File: config.mk
export PLATFORM = sky130hd
export DESIGN_NAME = rect_fill_master
export DESIGN_NICKNAME = d
export VERILOG_FILES = /design/src/rtl/rect_fill_master.sv
export SDC_FILE = /design/constraint.sdc
export NUM_CORES = 1
export LEC_CHECK = 0
export BUFFER_PORTS_ARGS = -buffer_cell sky130_fd_sc_hd__buf_2
export CAP_MARGIN = 20
export CELL_PAD_IN_SITES_DETAIL_PLACEMENT = 0
export CELL_PAD_IN_SITES_GLOBAL_PLACEMENT = 1
export CORE_ASPECT_RATIO = 2
export CORE_MARGIN = 8
export CORE_UTILIZATION = 46
export DETAILED_ROUTE_END_ITERATION = 10
export PLACE_DENSITY = 0.83
export SLEW_MARGIN = 20
export SYNTH_ARGS = -nofsm -noshare
export SYNTH_HDL_FRONTEND = slang
export SYNTH_SLANG_ARGS = --single-unit
File: constraint.sdc
create_clock -name PixelClk2 -period 4.3 [get_ports PixelClk2]
set_input_delay 0 -clock PixelClk2 [delete_from_list [all_inputs] [get_ports PixelClk2]]
set_output_delay 0 -clock PixelClk2 [all_outputs]
set_load 0.02 [all_outputs]
File: src/rtl/rect_fill_master.sv
// rect_fill_master: paints a constant-colour rectangle into the framebuffer
// as initiator on the memory-adapter bus. Optional feature macro: RECT_FILL_WIDE_EN.
module rect_fill_master #(
    parameter logic [24:0] BASE_ADDR = 25'h0000000,
    parameter int unsigned STRIDE    = 1024
) (
    input  logic        PixelClk2,
    input  logic        RESETn,
    input  logic        Start,
    input  logic [10:0] RectX,
    input  logic [10:0] RectY,
    input  logic [10:0] RectW,
    input  logic [10:0] RectH,
    input  logic [7:0]  Colour,
    output logic        Busy,
    output logic        Done,
    output logic [24:0] Address,
    output logic [31:0] DataWrite,
    output logic [1:0]  DataSize,
    output logic        ReadWrite,
    output logic        Request,
    input  logic        Ready
);

    localparam logic [24:0] STRIDE_A = 25'(STRIDE);

    typedef enum logic [2:0] {
        S_IDLE,
        S_SETUP,
        S_REQ,
        S_GAP,
        S_FIN
    } state_t;

    state_t state, state_nxt;

    logic [10:0] x_q, y_q, w_q;
    logic [10:0] rem_q, rows_q;
    logic [24:0] row_base_q, addr_q;
    logic [7:0]  colour_q;

    logic        word_beat;
    logic [10:0] step;
    logic [10:0] rem_nxt;
    logic        row_end;
    logic        last_beat;
    logic [24:0] setup_base;

`ifdef RECT_FILL_WIDE_EN
    assign word_beat = (addr_q[1:0] == 2'b00) && (rem_q >= 11'd4);
`else
    assign word_beat = 1'b0;
`endif

    assign step       = word_beat ? 11'd4 : 11'd1;
    assign rem_nxt    = rem_q - step;
    assign row_end    = (rem_nxt == 11'd0);
    assign last_beat  = row_end && (rows_q == 11'd1);
    assign setup_base = BASE_ADDR + 25'(y_q) * STRIDE_A;

    assign Address   = addr_q;
    assign DataWrite = {4{colour_q}};
    assign ReadWrite = 1'b0;

    // State register; reset drops Request immediately via the state.
    always_ff @(posedge PixelClk2 or negedge RESETn) begin
        if (!RESETn) state <= S_IDLE;
        else         state <= state_nxt;
    end

    // Next-state: one Ready per request, then a low gap or completion.
    always_comb begin
        state_nxt = state;
        unique case (state)
            S_IDLE:  if (Start) state_nxt = S_SETUP;
            S_SETUP: begin
                if (w_q == 11'd0 || rows_q == 11'd0) state_nxt = S_FIN;
                else                                 state_nxt = S_REQ;
            end
            S_REQ: begin
                if (Ready) state_nxt = last_beat ? S_FIN : S_GAP;
            end
            S_GAP:   state_nxt = S_REQ;
            S_FIN:   state_nxt = S_IDLE;
            default: state_nxt = S_IDLE;
        endcase
    end

    // Bus handshake and status outputs decoded from state.
    always_comb begin
        Busy     = 1'b0;
        Done     = 1'b0;
        Request  = 1'b0;
        DataSize = 2'b00;
        unique case (state)
            S_SETUP, S_GAP: Busy = 1'b1;
            S_REQ: begin
                Busy     = 1'b1;
                Request  = 1'b1;
                DataSize = word_beat ? 2'b10 : 2'b00;
            end
            S_FIN:   Done = 1'b1;
            default: ;
        endcase
    end

    // Rectangle latch and address walk; advances only on an accepted beat.
    always_ff @(posedge PixelClk2 or negedge RESETn) begin
        if (!RESETn) begin
            x_q        <= '0;
            y_q        <= '0;
            w_q        <= '0;
            rem_q      <= '0;
            rows_q     <= '0;
            row_base_q <= '0;
            addr_q     <= '0;
            colour_q   <= '0;
        end else begin
            unique case (state)
                S_IDLE: begin
                    if (Start) begin
                        x_q      <= RectX;
                        y_q      <= RectY;
                        w_q      <= RectW;
                        rem_q    <= RectW;
                        rows_q   <= RectH;
                        colour_q <= Colour;
                    end
                end
                S_SETUP: begin
                    row_base_q <= setup_base;
                    addr_q     <= setup_base + 25'(x_q);
                end
                S_REQ: begin
                    if (Ready) begin
                        if (row_end) begin
                            rows_q     <= rows_q - 11'd1;
                            row_base_q <= row_base_q + STRIDE_A;
                            addr_q     <= row_base_q + STRIDE_A + 25'(x_q);
                            rem_q      <= w_q;
                        end else begin
                            addr_q <= addr_q + 25'(step);
                            rem_q  <= rem_nxt;
                        end
                    end
                end
                default: ;
            endcase
        end
    end

endmodule
==> summary.md, run 1 <==
| Metric | Value |
|---|---|
| Tcrit/Tclk final | 82.9% |
| Nets | 986 |
| CP Launch Type | flop |
| Synth top area share | 38.7% |
| Core area | between 10000 and 15000 um^2 |
| Drt wl/cell | 19.8 um |
| RSZ-0062 raised after global routing | false |
| Worst reg2reg endpoint | Address[7] |
| Global-route wire length before repair | 35300 um |
| Most frequent cells in the layout | buf_2 (115), dfrtp_1 (106), nand2_1 (78) |
| Max VDD drop | between 0.3 and 0.4 mV |
| CP startpoint | rem_q[5] |
| RD Place Congestion | 0.933 |
| Setup Crit Path Kind | reg -> reg |
| Non-filler cells, final | around 1100 |
| WL final | 22100 um |
| Worst-case clock buffer depth | 2 |
| Clk pin slew, worst setup/hold paths | 90 ps |
| Crit path time final | 3560 ps |
| Via count | about 6700 |
| Min Hold Slack | 59.4 ps |
| Arrival @ worst endpoint | 3770 ps |
| Final Hold Vio Count | 0 |
| # diodes | 0 |
| R2R setup slack | approximately 740 ps |
| Max Clk Rate | 281 MHz |
| Sum Neg Setup Slack | 0 ps |
| Syn Area/Cell | approximately 8.5 um^2 |
| Relative slew slack | 27.4% |
| DP HPWL | about 16000 um |
| Sink Count | 106 |
| Post-Syn Area | 6860 um^2 |
| Vias in the first global route | 6948 |
| Total CTS buffers | 9 |
| Metal-1 WL | approximately 8000 um |
| H-tree Lvls | 3 |
| Total die area | 19300 um^2 |
| Status | finished, final reports clean |
| Remaining DRCs | 0 |
| Ports | about 120 |
| Static leakage | about 0.0034 uW |
| Launch point of the worst reg-to-reg path | rem_q[5] |
| Gr usage total | 23.4% |
| Commonest non-fill, non-tap cell in the layout | buf_2 |
| CP Max Fanout | 20 |
| Crit. End Element | flop |
| Top sig layer | met4 |
| Max-Cap Viols | 0 |
| Setup-failing EPs final | 0 |
| Final instance area | 8190 um^2 |
| Power density of the placed cells | 727 nW/um^2 |
| Global route overflow | 0 |
| Post-synth cell types | 65 |
| Placed insts | 1050 |
| Resized cells post-CTS | 0 |
| Ranking of synthesized cells by area | dfrtp_1 (39%), mux2_2 (6.7%), o21ai_0 (5.0%), a21oi_1 (4.4%), nand2_1 (4.3%) |
| Final ANT Viol Nets | 0 |
| Most area-hungry cell type in the Yosys netlist | dfrtp_1 |
| DRT Pass-1 Iters | 5 |
| Pin count of the biggest net entering global routing | 70 |
| TritonCTS clock tree | yes |
| Initial antenna violation count | 0 |
| Cell Rows | 63 |
| Crit path required time | 4500 ps |
| Seq/Total Area, Yosys | between 30% and 40% |
| Fraction of layout cells with a size suffix above 1 | 21.3% |
| Fillers | 1369 |
| DRT iter0 DRCs | around 440 |
| Final max-slew violation count | 0 |
| Async SR Flop Fraction | between 90% and 100% |
| Predominant post-synthesis flop cell | dfrtp_1 |
| Post-synth EDFFs | 0 |
| Vias/cell | 5.98 |
| Min-delay worst type | in -> reg |
| Clk_skew | about 18 ps |
| Post-CTS Setup Bufs | 0 |
| Setup crit end | Address[7] |
| CTS Root Cell | clkbuf_16 |
| CTS Hold Buffers Added | 53 |
| Placement Cell Area | approximately 7400 um^2 |
| Port Buffer Count | 115 |
| Initial Utilization | 46.5% |
| Worst R2R Path Depth | 7 |
| Post-Synthesis Cells | roughly 800 |
| DIE WIDTH | 102 um |
| Clk_lat worst skew | roughly 360 ps |
| Height of the die | approximately 190 um |
| Slew @ Worst Pin | around 1100 ps |
| Met2 routed WL | 11800 um |
| Seq cells post-synth | 106 |
| P&R area growth vs syn | 19.5% |
| Final core utilization | between 50% and 60% |
| Wire length on met3 | 1270 um |
| Ys Warns | 0 |
cell usage after synthesis (8+ instances only):
master,number
o21ai_0,69
nor3_1,29
o21ai_1,9
buf_2,8
xor2_1,20
o22ai_1,10
buf_4,27
nand3_1,33
dfrtp_1,106
clkbuf_1,31
nand2_1,79
and3_1,8
nor4_1,20
a31oi_1,11
xnor2_1,14
inv_1,9
nor2_1,73
mux2_2,41
ha_1,10
nand4_1,15
a21oi_1,60
a22oi_1,8
power by group:
group          internal, uW  switching (uW)
clock network           411             423
logic                  1130            1840
registers              1460             686
metrics by stage:
step                total power [uW]  setup slack, ps
floorplan                       4240             1550
detailed placement              5050              813
CTS                             5930              798
finish                          5950              736
global placement                4960              882
global route                    6380              503
worst min path at each step:
stage,start,end,slack [ps],cells after the start
3_3_place_gp,RESETn,w_q[6],180,1
6_report,Ready,state[1],60,4
4_1_cts,Ready,state[1],50,4
2_1_floorplan,RESETn,Address[0],-300,0
3_5_place_dp,RESETn,w_q[5],190,1
5_1_grt,Ready,state[1],60,4
metal layers:
metal / vias to the layer above / GRT usage, %
li1: 3151 / -
met1: 3216 / 24.8
met2: 264 / 42.2
met3: 68 / 3.11
met4: 0 / 13.1
met5: - / 0
registers in the layout, indices dropped and copies added (netlist names):
signal and flops:
w_q 11, row_base_q 15, rem_q 11, rows_q 11, y_q 11, Address 25, colour_q 8, state 3
x_q 11
logic make-up (layout without fill, tap and decap cells):
group                    count (synthesis)  in the layout  share of synthesized area (%)
AND/OR/NAND/NOR                        306            306                           22.1
AO/OA/AOI/OAI                          216            216                           19.0
flip-flops                             106            106                           38.7
buffers and inverters                   84            203                           6.55
multiplexers                            46             46                           7.46
XOR/XNOR                                34             34                           4.34
adder cells (fa/ha/maj)                 10             10                           1.83
other                                    1              4                         0.0547
cell type report:
class	instances	area (um^2)	share of cell area [%]
multi-input combinational	616	3790	46.3
sequential	106	2650	32.4
timing repair buffer	177	1170	14.3
tap	195	244	2.98
clock buffer	9	225	2.75
clock inverter	7	67.6	0.825
inverter	10	37.5	0.458
critical path, stage by stage (launching register included):
cell and delay [ps]:
dfrtp_1 430, or4_1 690, nor4_1 610, or4_1 570, nand2_2 440, or3_1 470, o21ai_0 80, a21oi_1 90
Power figures use the tool's default switching activity.
==> run 2: changes to the inputs <==
Settings changed: CORE_UTILIZATION 46 to 43, PLACE_DENSITY 0.83 to 0.79.
Clock period 4.3 ns to 3.7 ns, I/O delays scaled along.
==> summary.md, run 2 (same netlist as run 1, synthesis figures left out) <==
| Metric | Value |
|---|---|
| H-tree Lvls | 3 (unchanged) |
| Cell Rows | 65 (+3.2%) |
| Remaining DRCs | 0 (unchanged) |
| Worst hold path startpoint | RectH[9] |
| Initial Utilization | 43.7% (-2.8 points) |
| Slowest cell on crit path | nor4_1 |
| Launch point of the worst reg-to-reg path | rem_q[0] |
| CP Cell Sequence | inv_1, ha_1, or3b_2, nor4_1, nand4bb_1, nor2_1, nor2_1, nor2_1, o22a_1 |
| Power density of the placed cells | 850 nW/um^2 (+17%) |
| Crit-path most repeated cell | nor2_1 |
| DRT Pass-1 Iters | 5 (unchanged) |
| Min-delay worst type | in -> reg |
| Sum Neg Setup Slack | 0 ps (unchanged) |
| CP startpoint | rem_q[0] |
| # diodes | 0 (unchanged) |
| Met3 Use GR | 4.27% (+1.2 points) |
| Gr busiest metal | met2 |
| WL final | 22100 um (-0.40%) |
| Via count | 6644 (-0.82%) |
| Static leakage | 0.00340 uW (+0.50%) |
| Reg area | 2650 um^2 (unchanged) |
| Post-CTS Setup Bufs | 0 (unchanged) |
| Max VDD drop | 0.448 mV (+46%) |
| Vias/cell | 5.89 (-1.5%) |
| Height of the die | 195 um (+3.1%) |
| Most frequent cells in the layout | buf_2 (114), dfrtp_1 (106), nand2_1 (78) |
| Gr usage total | 21.2% (-2.2 points) |
| Initial antenna violation count | 0 (unchanged) |
| Global-route wire length before repair | 35000 um (-0.80%) |
| RD Place Congestion | 0.902 (-3.3%) |
| Arrival @ worst endpoint | 3440 ps (-330 ps) |
| Total die area | 20500 um^2 (+6.1%) |
| CTS Root Cell | clkbuf_16 |
| M1 GR Usage | 21.5% (-3.3 points) |
| Max Clk Rate | 313 MHz (+11%) |
| Worst-case clock buffer depth | 2 (unchanged) |
| DP HPWL | 16400 um (+0.85%) |
| Core area | 15700 um^2 (+6.5%) |
| Max incr delay on CP | 500 ps (-190 ps) |
| Clk_lat worst skew | 350 ps (about the same) |
| Clk pin slew, worst setup/hold paths | 70 ps (-20 ps) |
| Global route overflow | 0 (unchanged) |
| Port Buffer Count | 115 (unchanged) |
| GR Util met2 | 39.5% (-2.8 points) |
| Final core utilization | 52.4% (-3.2 points) |
| Final ANT Viol Nets | 0 (unchanged) |
| Tcrit/Tclk final | 86.4% (+3.6 points) |
| Crit path time final | 3200 ps (-365 ps) |
| Max reg flops | 25 (unchanged) |
| Sink Count | 106 (unchanged) |
| Crit path required time | 3940 ps (-560 ps) |
| Total CTS buffers | 9 (unchanged) |
| Relative slew slack | 33.7% (+6.3 points) |
| Final Hold Vio Count | 0 (unchanged) |
| Final max-slew violation count | 0 (unchanged) |
| RSZ-0062 raised after global routing | false |
| Status | finished, final reports clean |
| Max-Cap Viols | 0 (unchanged) |
| TritonCTS clock tree | yes |
| Setup-failing EPs final | 0 (unchanged) |
| Pin count of the biggest net entering global routing | 76 (+8.6%) |
| DIE WIDTH | 105 um (+2.9%) |
| CP Launch Type | flop |
| Multi-input logic area | 3780 um^2 (-0.30%) |
| Drt wl/cell | 19.5 um (-1.1%) |
| Ports | 119 (unchanged) |
| Crit. End Element | flop |
| Fillers | 1461 (+6.7%) |
| Nets | 988 (+0.20%) |
| Fraction of layout cells with a size suffix above 1 | 21.1% (-0.15 points) |
| Setup Crit Path Kind | reg -> reg |
| Slew @ Worst Pin | 994 ps (-91.2 ps) |
| DRT iter0 DRCs | 331 (-24%) |
| CP Max Fanout | 9 (-55%) |
| Vias in the first global route | 6786 (-2.3%) |
| P&R area growth vs syn | 20.0% |
| Clk_skew | 11.3 ps (-6.32 ps) |
| Commonest non-fill, non-tap cell in the layout | buf_2 |
## run 2: cell count changes in the layout (fill, tap and decap cells not counted)
cell	change
buf_4	+4
inv_8	-3
bufinv_16	+2
clkbuf_1	+2
buf_2	-1
clkinv_4	-1
dlygate4sd3_1	-1
nor3_1	+1
nor3_2	-1
nor4_1	+1
nor4_2	-1
## run 2: power breakdown
part / switching (uW) / leakage, uW / internal [uW] / total, uW
clock: 452 / 0.000151 / 600 / 1050
sequential: 811 / 0.00128 / 1690 / 2500
combinational: 2100 / 0.00196 / 1330 / 3440
total: 3360 / 0.00340 / 3630 / 6990
## run 2: worst max-delay path, delay by kind of cell (launching register included)
kind                       cells  cell delay, ps
buffers and inverters          1             110
adders and majority gates      1             230
AOI/OAI and AO/OA              1             200
and+or+nand+nor                6            2090
DFF                            1             450
## run 2: final cells by class
| type | count | area share [%] |
|---|---|---|
| flip-flops and latches | 106 | 32.2 |
| repair buffers | 179 | 14.4 |
| well taps | 201 | 3.06 |
| inverters | 10 | 0.456 |
| clock inverters | 5 | 1.03 |
| clock buffers | 11 | 2.83 |
| multi-input cells | 616 | 45.9 |
## run 2: per-stage QoR
step | std cells | area [um^2] | setup slack (ps) | hold slack (ps) | total power [uW]
finish | 1128 | 8230 | 502 | 11.9 | 6990
global route | 1128 | 8230 | 275 | 27.3 | 7480
CTS | 1128 | 8230 | 547 | 4.67 | 7000
detailed placement | 1060 | 7390 | 568 | 213 | 5890
global placement | 1060 | 7390 | 691 | 212 | 5800
floorplan | 806 | 6870 | 947 | -296 | 4920
## run 2: timing repair
action,CTS,global route
setup endpoints to repair,0,0
resized for setup,0,0
hold buffers,52,0
endpoints found under the hold margin,130,0
## run 2: path summary, 6_finish.rpt
| path | endpoint | slack (ps) | cells after the start |
|---|---|---|---|
| min reg2reg | Address[0] | 530 | 2 |
| min in group asynchronous | colour_q[6] | 320 | 2 |
| max in group asynchronous | rem_q[0] | 2390 | 3 |
| min | rows_q[9] | 10 | 3 |
| max reg2reg | row_base_q[17] | 500 | 9 |
| max | row_base_q[17] | 500 | 9 |
## run 2: metal layers
| metal | share of wire, % | routed length, um | vias up |
|---|---|---|---|
| li1 | - | - | 3140 |
| met3 | 5.7 | 1250 | 50 |
| met4 | 3.5 | 778 | 0 |
| met5 | 0 | 0 | - |
| met2 | 54 | 11900 | 238 |
| met1 | 37 | 8170 | 3216 |
